--- config.mk ---
export PLATFORM = sky130hd
export DESIGN_NAME = vram_arbiter
export DESIGN_NICKNAME = d
export VERILOG_FILES = /design/src/rtl/vram_arbiter.sv
export SDC_FILE = /design/constraint.sdc
export NUM_CORES = 1
export LEC_CHECK = 0
export BUFFER_PORTS_ARGS = -buffer_cell sky130_fd_sc_hd__clkbuf_2
export CORE_MARGIN = 4
export CORE_UTILIZATION = 47
export DETAILED_ROUTE_END_ITERATION = 8
export HOLD_SLACK_MARGIN = 0.02
export PLACE_DENSITY = 0.8
export REMOVE_ABC_BUFFERS = 1
export SLEW_MARGIN = 0
export SYNTH_ARGS = -nofsm -noshare
export SYNTH_HDL_FRONTEND = slang
export SYNTH_SLANG_ARGS = --single-unit
--- constraint.sdc ---
create_clock -name clk -period 2.1 [get_ports clk]
set_input_delay 0.105 -clock clk [delete_from_list [all_inputs] [get_ports clk]]
set_output_delay 0.105 -clock clk [all_outputs]
set_load 0.02 [all_outputs]
--- src/rtl/vram_arbiter.sv ---
// ---------------------------------------------------------------------------
// vram_arbiter
//
// Purpose:
//   Arbitrates one single-port framebuffer VRAM between the display fetch path
//   and two pixel writers. Display fetches have absolute priority. Writes are
//   shared round-robin between the two requesters. The screen (640x480) is
//   downscaled onto a FB_W x FB_H framebuffer by dropping SCALE_SHIFT LSBs of
//   each coordinate.
//
// Ports:
//   clk                  system clock; all state updates on posedge
//   reset                asynchronous, active-low reset
//   pix_tick             one-clk strobe per pixel period
//   video_on             visible-area flag, sampled with pix_tick
//   x, y                 current screen coordinates, sampled with pix_tick
//   wr_req0/1            write requests, held with address/data until granted
//   wr_addr0/1           framebuffer write addresses
//   wr_data0/1           write colour data
//   wr_gnt0/1            one-clk grant pulse, coincident with the VRAM write
//   mem_addr/we/wdata    registered single-port VRAM command
//   mem_rdata            VRAM read data, valid one clk after a read command
//   rgb                  registered pixel colour towards the DAC
//   stall_cnt            saturating count of clocks a request waited
//
// Build option:
//   VRAM_ARB_STALL_CNT_EN  when defined, stall_cnt is a live counter;
//                          otherwise stall_cnt is tied to zero.
// ---------------------------------------------------------------------------
`default_nettype none

module vram_arbiter #(
    parameter int FB_W        = 160,
    parameter int FB_H        = 120,
    parameter int SCALE_SHIFT = 2,
    parameter int COLOR_W     = 12
) (
    input  logic               clk,
    input  logic               reset,
    input  logic               pix_tick,
    input  logic               video_on,
    input  logic [9:0]         x,
    input  logic [9:0]         y,
    input  logic               wr_req0,
    input  logic               wr_req1,
    input  logic [14:0]        wr_addr0,
    input  logic [14:0]        wr_addr1,
    input  logic [COLOR_W-1:0] wr_data0,
    input  logic [COLOR_W-1:0] wr_data1,
    output logic               wr_gnt0,
    output logic               wr_gnt1,
    output logic [14:0]        mem_addr,
    output logic               mem_we,
    output logic [COLOR_W-1:0] mem_wdata,
    input  logic [COLOR_W-1:0] mem_rdata,
    output logic [COLOR_W-1:0] rgb,
    output logic [15:0]        stall_cnt
);

    // Number of addressable framebuffer words; writes at or beyond this are dropped.
    localparam logic [15:0] FB_SIZE = 16'(FB_W * FB_H);

    typedef enum logic [1:0] {
        IDLE     = 2'd0,
        DISP_RD  = 2'd1,
        DISP_CAP = 2'd2,
        WR       = 2'd3
    } state_t;

    state_t               state_r;
    logic                 fetch_pend_r;
    logic [14:0]          fetch_addr_r;
    logic                 rr_r;          // requester preferred when both ask
    logic                 wr_gnt0_r;
    logic                 wr_gnt1_r;
    logic [14:0]          mem_addr_r;
    logic                 mem_we_r;
    logic [COLOR_W-1:0]   mem_wdata_r;
    logic [COLOR_W-1:0]   rgb_r;

    logic                 tick_vis_s;
    logic                 tick_blank_s;
    logic                 any_req_s;
    logic                 pick1_s;
    logic [14:0]          sel_addr_s;
    logic [COLOR_W-1:0]   sel_data_s;
    logic                 addr_ok_s;
    logic [14:0]          fetch_addr_s;
    logic                 disp_go_s;
    logic                 wr_go_s;

    assign tick_vis_s   = pix_tick & video_on;
    assign tick_blank_s = pix_tick & ~video_on;
    assign any_req_s    = wr_req0 | wr_req1;

    // Downscaled framebuffer address of the current screen pixel. Only visible
    // coordinates are used, so the result always fits in 15 bits.
    assign fetch_addr_s = 15'(y >> SCALE_SHIFT) * 15'(FB_W) + 15'(x >> SCALE_SHIFT);

    // Round-robin selection: a lone requester wins, contention goes to rr_r.
    always_comb begin
        pick1_s = 1'b0;
        if (wr_req0 && wr_req1) begin
            pick1_s = rr_r;
        end else if (wr_req1) begin
            pick1_s = 1'b1;
        end else begin
            pick1_s = 1'b0;
        end
    end

    assign sel_addr_s = pick1_s ? wr_addr1 : wr_addr0;
    assign sel_data_s = pick1_s ? wr_data1 : wr_data0;
    assign addr_ok_s  = ({1'b0, sel_addr_s} < FB_SIZE);

    // A tick seen in IDLE is served immediately, so it blocks a write in the
    // same clock exactly like an already pending fetch does.
    assign disp_go_s = (state_r == IDLE) && (tick_vis_s || fetch_pend_r);
    assign wr_go_s   = (state_r == IDLE) && !disp_go_s && any_req_s;

    // Main arbiter FSM with all VRAM command, grant and pixel outputs registered.
    always_ff @(posedge clk or negedge reset) begin
        if (!reset) begin
            state_r      <= IDLE;
            fetch_pend_r <= 1'b0;
            fetch_addr_r <= 15'd0;
            rr_r         <= 1'b0;
            wr_gnt0_r    <= 1'b0;
            wr_gnt1_r    <= 1'b0;
            mem_addr_r   <= 15'd0;
            mem_we_r     <= 1'b0;
            mem_wdata_r  <= {COLOR_W{1'b0}};
            rgb_r        <= {COLOR_W{1'b0}};
        end else begin
            // Grants and write enable are single-cycle pulses.
            wr_gnt0_r <= 1'b0;
            wr_gnt1_r <= 1'b0;
            mem_we_r  <= 1'b0;

            // The most recent visible tick always owns the pending address.
            if (tick_vis_s) begin
                fetch_addr_r <= fetch_addr_s;
            end else begin
                fetch_addr_r <= fetch_addr_r;
            end

            case (state_r)
                IDLE: begin
                    if (disp_go_s) begin
                        state_r      <= DISP_RD;
                        mem_addr_r   <= tick_vis_s ? fetch_addr_s : fetch_addr_r;
                        fetch_pend_r <= 1'b0;
                    end else if (wr_go_s) begin
                        state_r     <= WR;
                        mem_addr_r  <= sel_addr_s;
                        mem_wdata_r <= sel_data_s;
                        mem_we_r    <= addr_ok_s;
                        wr_gnt0_r   <= ~pick1_s;
                        wr_gnt1_r   <= pick1_s;
                        rr_r        <= ~pick1_s;
                    end else begin
                        state_r <= IDLE;
                    end
                end
                DISP_RD: begin
                    state_r <= DISP_CAP;
                    if (tick_vis_s) begin
                        fetch_pend_r <= 1'b1;
                    end else begin
                        fetch_pend_r <= fetch_pend_r;
                    end
                end
                DISP_CAP: begin
                    state_r <= IDLE;
                    rgb_r   <= mem_rdata;
                    if (tick_vis_s) begin
                        fetch_pend_r <= 1'b1;
                    end else begin
                        fetch_pend_r <= fetch_pend_r;
                    end
                end
                WR: begin
                    state_r <= IDLE;
                    if (tick_vis_s) begin
                        fetch_pend_r <= 1'b1;
                    end else begin
                        fetch_pend_r <= fetch_pend_r;
                    end
                end
                default: begin
                    state_r      <= IDLE;
                    fetch_pend_r <= 1'b0;
                end
            endcase

            // Blanking is the newest information about the pixel, so it
            // overrides a capture landing on the same edge.
            if (tick_blank_s) begin
                rgb_r <= {COLOR_W{1'b0}};
            end
        end
    end

`ifdef VRAM_ARB_STALL_CNT_EN
    logic [15:0] stall_cnt_r;

    // Count clocks in which a request is present but no grant is issued; saturate.
    always_ff @(posedge clk or negedge reset) begin
        if (!reset) begin
            stall_cnt_r <= 16'h0000;
        end else if (any_req_s && !wr_go_s && (stall_cnt_r != 16'hFFFF)) begin
            stall_cnt_r <= stall_cnt_r + 16'h0001;
        end else begin
            stall_cnt_r <= stall_cnt_r;
        end
    end

    assign stall_cnt = stall_cnt_r;
`else
    assign stall_cnt = 16'h0000;
`endif

    assign wr_gnt0   = wr_gnt0_r;
    assign wr_gnt1   = wr_gnt1_r;
    assign mem_addr  = mem_addr_r;
    assign mem_we    = mem_we_r;
    assign mem_wdata = mem_wdata_r;
    assign rgb       = rgb_r;

endmodule

`default_nettype wire
==> flow_metrics.env <==
export IMPL_antenna_left=0
export IMPL_avgSynthCellArea_um2=10.1
export IMPL_worstPathArrival_ns=2.19
export IMPL_critPathRequiredTime_ns=2.32
export IMPL_synthTopCellsByArea="dfrtp_1 (46%), mux2i_1 (7.9%), ha_1 (5.7%), nand2_1 (5.5%), o21ai_0 (4.4%)"
export IMPL_hp_class="primary input to flop"
export IMPL_synth_compound_area_share_pct=16.6
export IMPL_h_tree_depth=3
export IMPL_post_cts_buffers=0
export IMPL_layout_min_cycle_time_ns=1.97
export IMPL_clockBufferDepth=2
export IMPL_yosys_area_share_adder_pct=6.92
export IMPL_drt_initial_drc_count=135
export IMPL_worst_slew_pin_transition_ns=0.956
export IMPL_grt_overflow=0
export IMPL_syn_area_um2=3290
export IMPL_cap_violations=0
export IMPL_initial_core_util_pct=48.5
export IMPL_cts_buffers=9
export IMPL_synth_ff_type="dfrtp_1"
export IMPL_cts_tree="done"
export IMPL_fin_cells=593
export IMPL_synthMuxAreaShare_pct=8.59
export IMPL_fin_ws_ns=0.127
export IMPL_synth_top_family_by_area="compound AO/OA/AOI/OAI gates"
export IMPL_synthXorXnorAreaFrac_pct=2.66
export IMPL_wl_per_cell_um=14.4
export IMPL_first_global_vias=2980
export IMPL_dp_hpwl_mm=6.43
export IMPL_p_leak_uw=0.00240
export IMPL_die_x_um=91.7
export IMPL_vias=3016
export IMPL_core_area_um2=6790
export IMPL_grt_max_degree=37
export IMPL_multi_input_area_um2=1630
export IMPL_path_cells="clkbuf_2 > ha_1 > ha_1 > inv_1 > fa_1 > buf_4 > nor3_1 > xnor2_1 > o21ai_0 > o221a_2"
export IMPL_ys_ff_latch=61
export IMPL_fill_cells=529
export IMPL_fmax_mhz=507
export IMPL_clkPwrFrac_pct=22.3
export IMPL_die_area_um2=8410
export IMPL_layout_nets=601
export IMPL_drcViolationCount=0
export IMPL_grt_pass1_wl_mm=13.7
export IMPL_cp_end_kind="flop"
export IMPL_antenna_cells=0
export IMPL_place_area_um2=4130
export IMPL_p_switching_uw=2180
export IMPL_dpl_cell_count=560
export IMPL_portBuffers=129
export IMPL_synth_most_common_cell="dfrtp_1"
export IMPL_register_area_um2=1530
export IMPL_io_pins=150
export IMPL_slowest_delay_ns=0.44
export IMPL_grt_setup_unrepaired="false"
export IMPL_routed_wirelength_mm=8.54
export IMPL_via_per_inst=5.09
export IMPL_drv_slew=0
export IMPL_finalHoldViolCount=0
export IMPL_powerDensity_nw_per_um2=1220
export IMPL_synth_largest_area_cell="dfrtp_1"
export IMPL_critPathLaunchType="primary input"
export IMPL_track_usage_pct=20.4
export IMPL_drive_gt1_share_pct=36.2
export IMPL_final_area_um2=4560
export IMPL_numClockSinks=61
export IMPL_setup_violations_final=0
export IMPL_async_flop_share_pct=100
export IMPL_ctsRootBufferMaster="clkbuf_8"
export IMPL_relSlewSlack_pct=36.3
export IMPL_peakVddDrop_v=0.000721
export IMPL_antenna_found_initial=0
export IMPL_crit_fanout=3
export IMPL_path_clk_slew_ns=0.06
export IMPL_cpMostUsedCell="ha_1"
export IMPL_pre_cts_ws_ns=-0.250
export IMPL_setup_worst_path_class="primary input to flop"
export IMPL_p_sw_share_pct=39.1
export IMPL_area_delta_synth_final_pct=38.5
export IMPL_netlist_instances=327
export IMPL_status="complete, no violations"
export IMPL_firstDrtPassIters=5
export IMPL_synthTopCellsByCount="dfrtp_1 (61), nand2_1 (48), o21ai_0 (29)"
export IMPL_slowest_stage="fa_1"
export IMPL_ys_types=43
export IMPL_seqPwrFrac_pct=34.3
export IMPL_skew_ns=0.00562
export IMPL_comb_power_share_pct=43.5
export IMPL_num_rows=30
export IMPL_internal_power_uw=3400
export IMPL_synthSimpleGateAreaFrac_pct=11.7
export IMPL_gp_congestion=0.804
export IMPL_seq_area_frac_synth_pct=46.4
export IMPL_synth_edff_count=0
export IMPL_yosys_area_top_type_share_pct=46.4
export IMPL_period_share_pct=94.0
export IMPL_clock_latency_ns=0.33
export IMPL_die_y_um=91.7
export IMPL_yosysWarningCount=0
## per-stage QoR
stage          power (µW)  util (%)  setup TNS [ns]  hold slack, ns
3_3_place_gp         4240      60.7          -0.775           0.155
2_1_floorplan        3390         -          -21.04          -0.191
6_report             5580      67.1               0          0.0348
3_5_place_dp         4300      60.7           -1.34           0.164
5_1_grt              5940      67.1               0          0.0282
4_1_cts              5590      66.8               0          0.0234
## cell families (layout without fill, tap and decap cells)
family | after synthesis | after routing
fa+ha+maj | 17 | 17
other cells | 1 | 16
mux | 28 | 28
compound gates | 86 | 86
simple gates | 83 | 83
buf+inv | 41 | 196
xor+xnor | 10 | 10
flops | 61 | 61
## power groups by stage
stage	clock, µW	sequential [µW]	combinational, µW
final	1240	1910	2420
after global routing	1320	1970	2660
after CTS	1270	1900	2420
after detailed placement	0	1920	2370
after global placement	0	1910	2330
after floorplan	0	2350	1030
## area by class of cell
class	count	area share (%)
Tap cell	96	2.63
Sequential cell	61	33.5
Inverter	11	0.905
Timing Repair Buffer	169	21.9
Clock buffer	12	3.18
Multi-Input combinational cell	240	35.8
Clock inverter	4	2.09
## per-layer routing
| layer | track usage (%) | vias to the layer above | wire (µm) | share of wire [%] |
|---|---|---|---|---|
| met3 | 6.64 | 8 | 644 | 7.5 |
| met4 | 3.71 | 0 | 70 | 0.82 |
| met5 | 0 | - | 0 | 0 |
| li1 | - | 1466 | - | - |
| met2 | 36.0 | 116 | 4310 | 50 |
| met1 | 24.6 | 1426 | 3510 | 41 |
## layout by cell type (no fill, tap or decap), types with 4 or more instances in the layout
cell / count
clkbuf_2: 129
inv_1: 11
clkbuf_8: 10
dlygate4sd3_1: 17
buf_4: 22
xor2_1: 4
nor2_1: 12
xnor2_1: 5
dfrtp_1: 61
ha_1: 15
a21oi_1: 13
o22ai_1: 12
o21ai_0: 29
conb_1: 16
nand2_1: 48
mux2i_1: 26
a22o_1: 12
## worst max-delay path: cells and delay by family
kind / cells / cell delay, ns
XOR/XNOR: 1 / 0.14
AND/OR/NAND/NOR: 1 / 0.21
AO/OA/AOI/OAI: 2 / 0.43
adder cells (fa/ha/maj): 3 / 0.97
buffers and inverters: 3 / 0.33
## what timing repair did
item                                    in CTS  in global routing
endpoints found under the setup margin       0                  3
hold endpoints to repair                    41                  0
resized for setup                            0                  4
hold buffers                                17                  0
## final timing paths
check	start	endpoint	slack, ns	cells past startpoint
max	y[3]	mem_addr[10]	0.13	10
min	mem_rdata[0]	rgb[0]	0.03	2
max reg2reg	rr_r	mem_we	0.30	5
min reg2reg	fetch_addr_r[14]	fetch_addr_r[14]	0.48	2
max in group asynchronous	reset	mem_we	1.13	3
min in group asynchronous	reset	mem_wdata[4]	0.34	2
## registers in the layout, summed over array words and instances, names as in the netlist
signal / flops
fetch_addr_r: 15
fetch_pend_r: 1
mem_addr: 15
mem_wdata: 12
mem_we: 1
rgb: 12
rr_r: 1
state_r: 2
wr_gnt0: 1
wr_gnt1: 1
No activity file was read; power rests on OpenSTA's default activity.
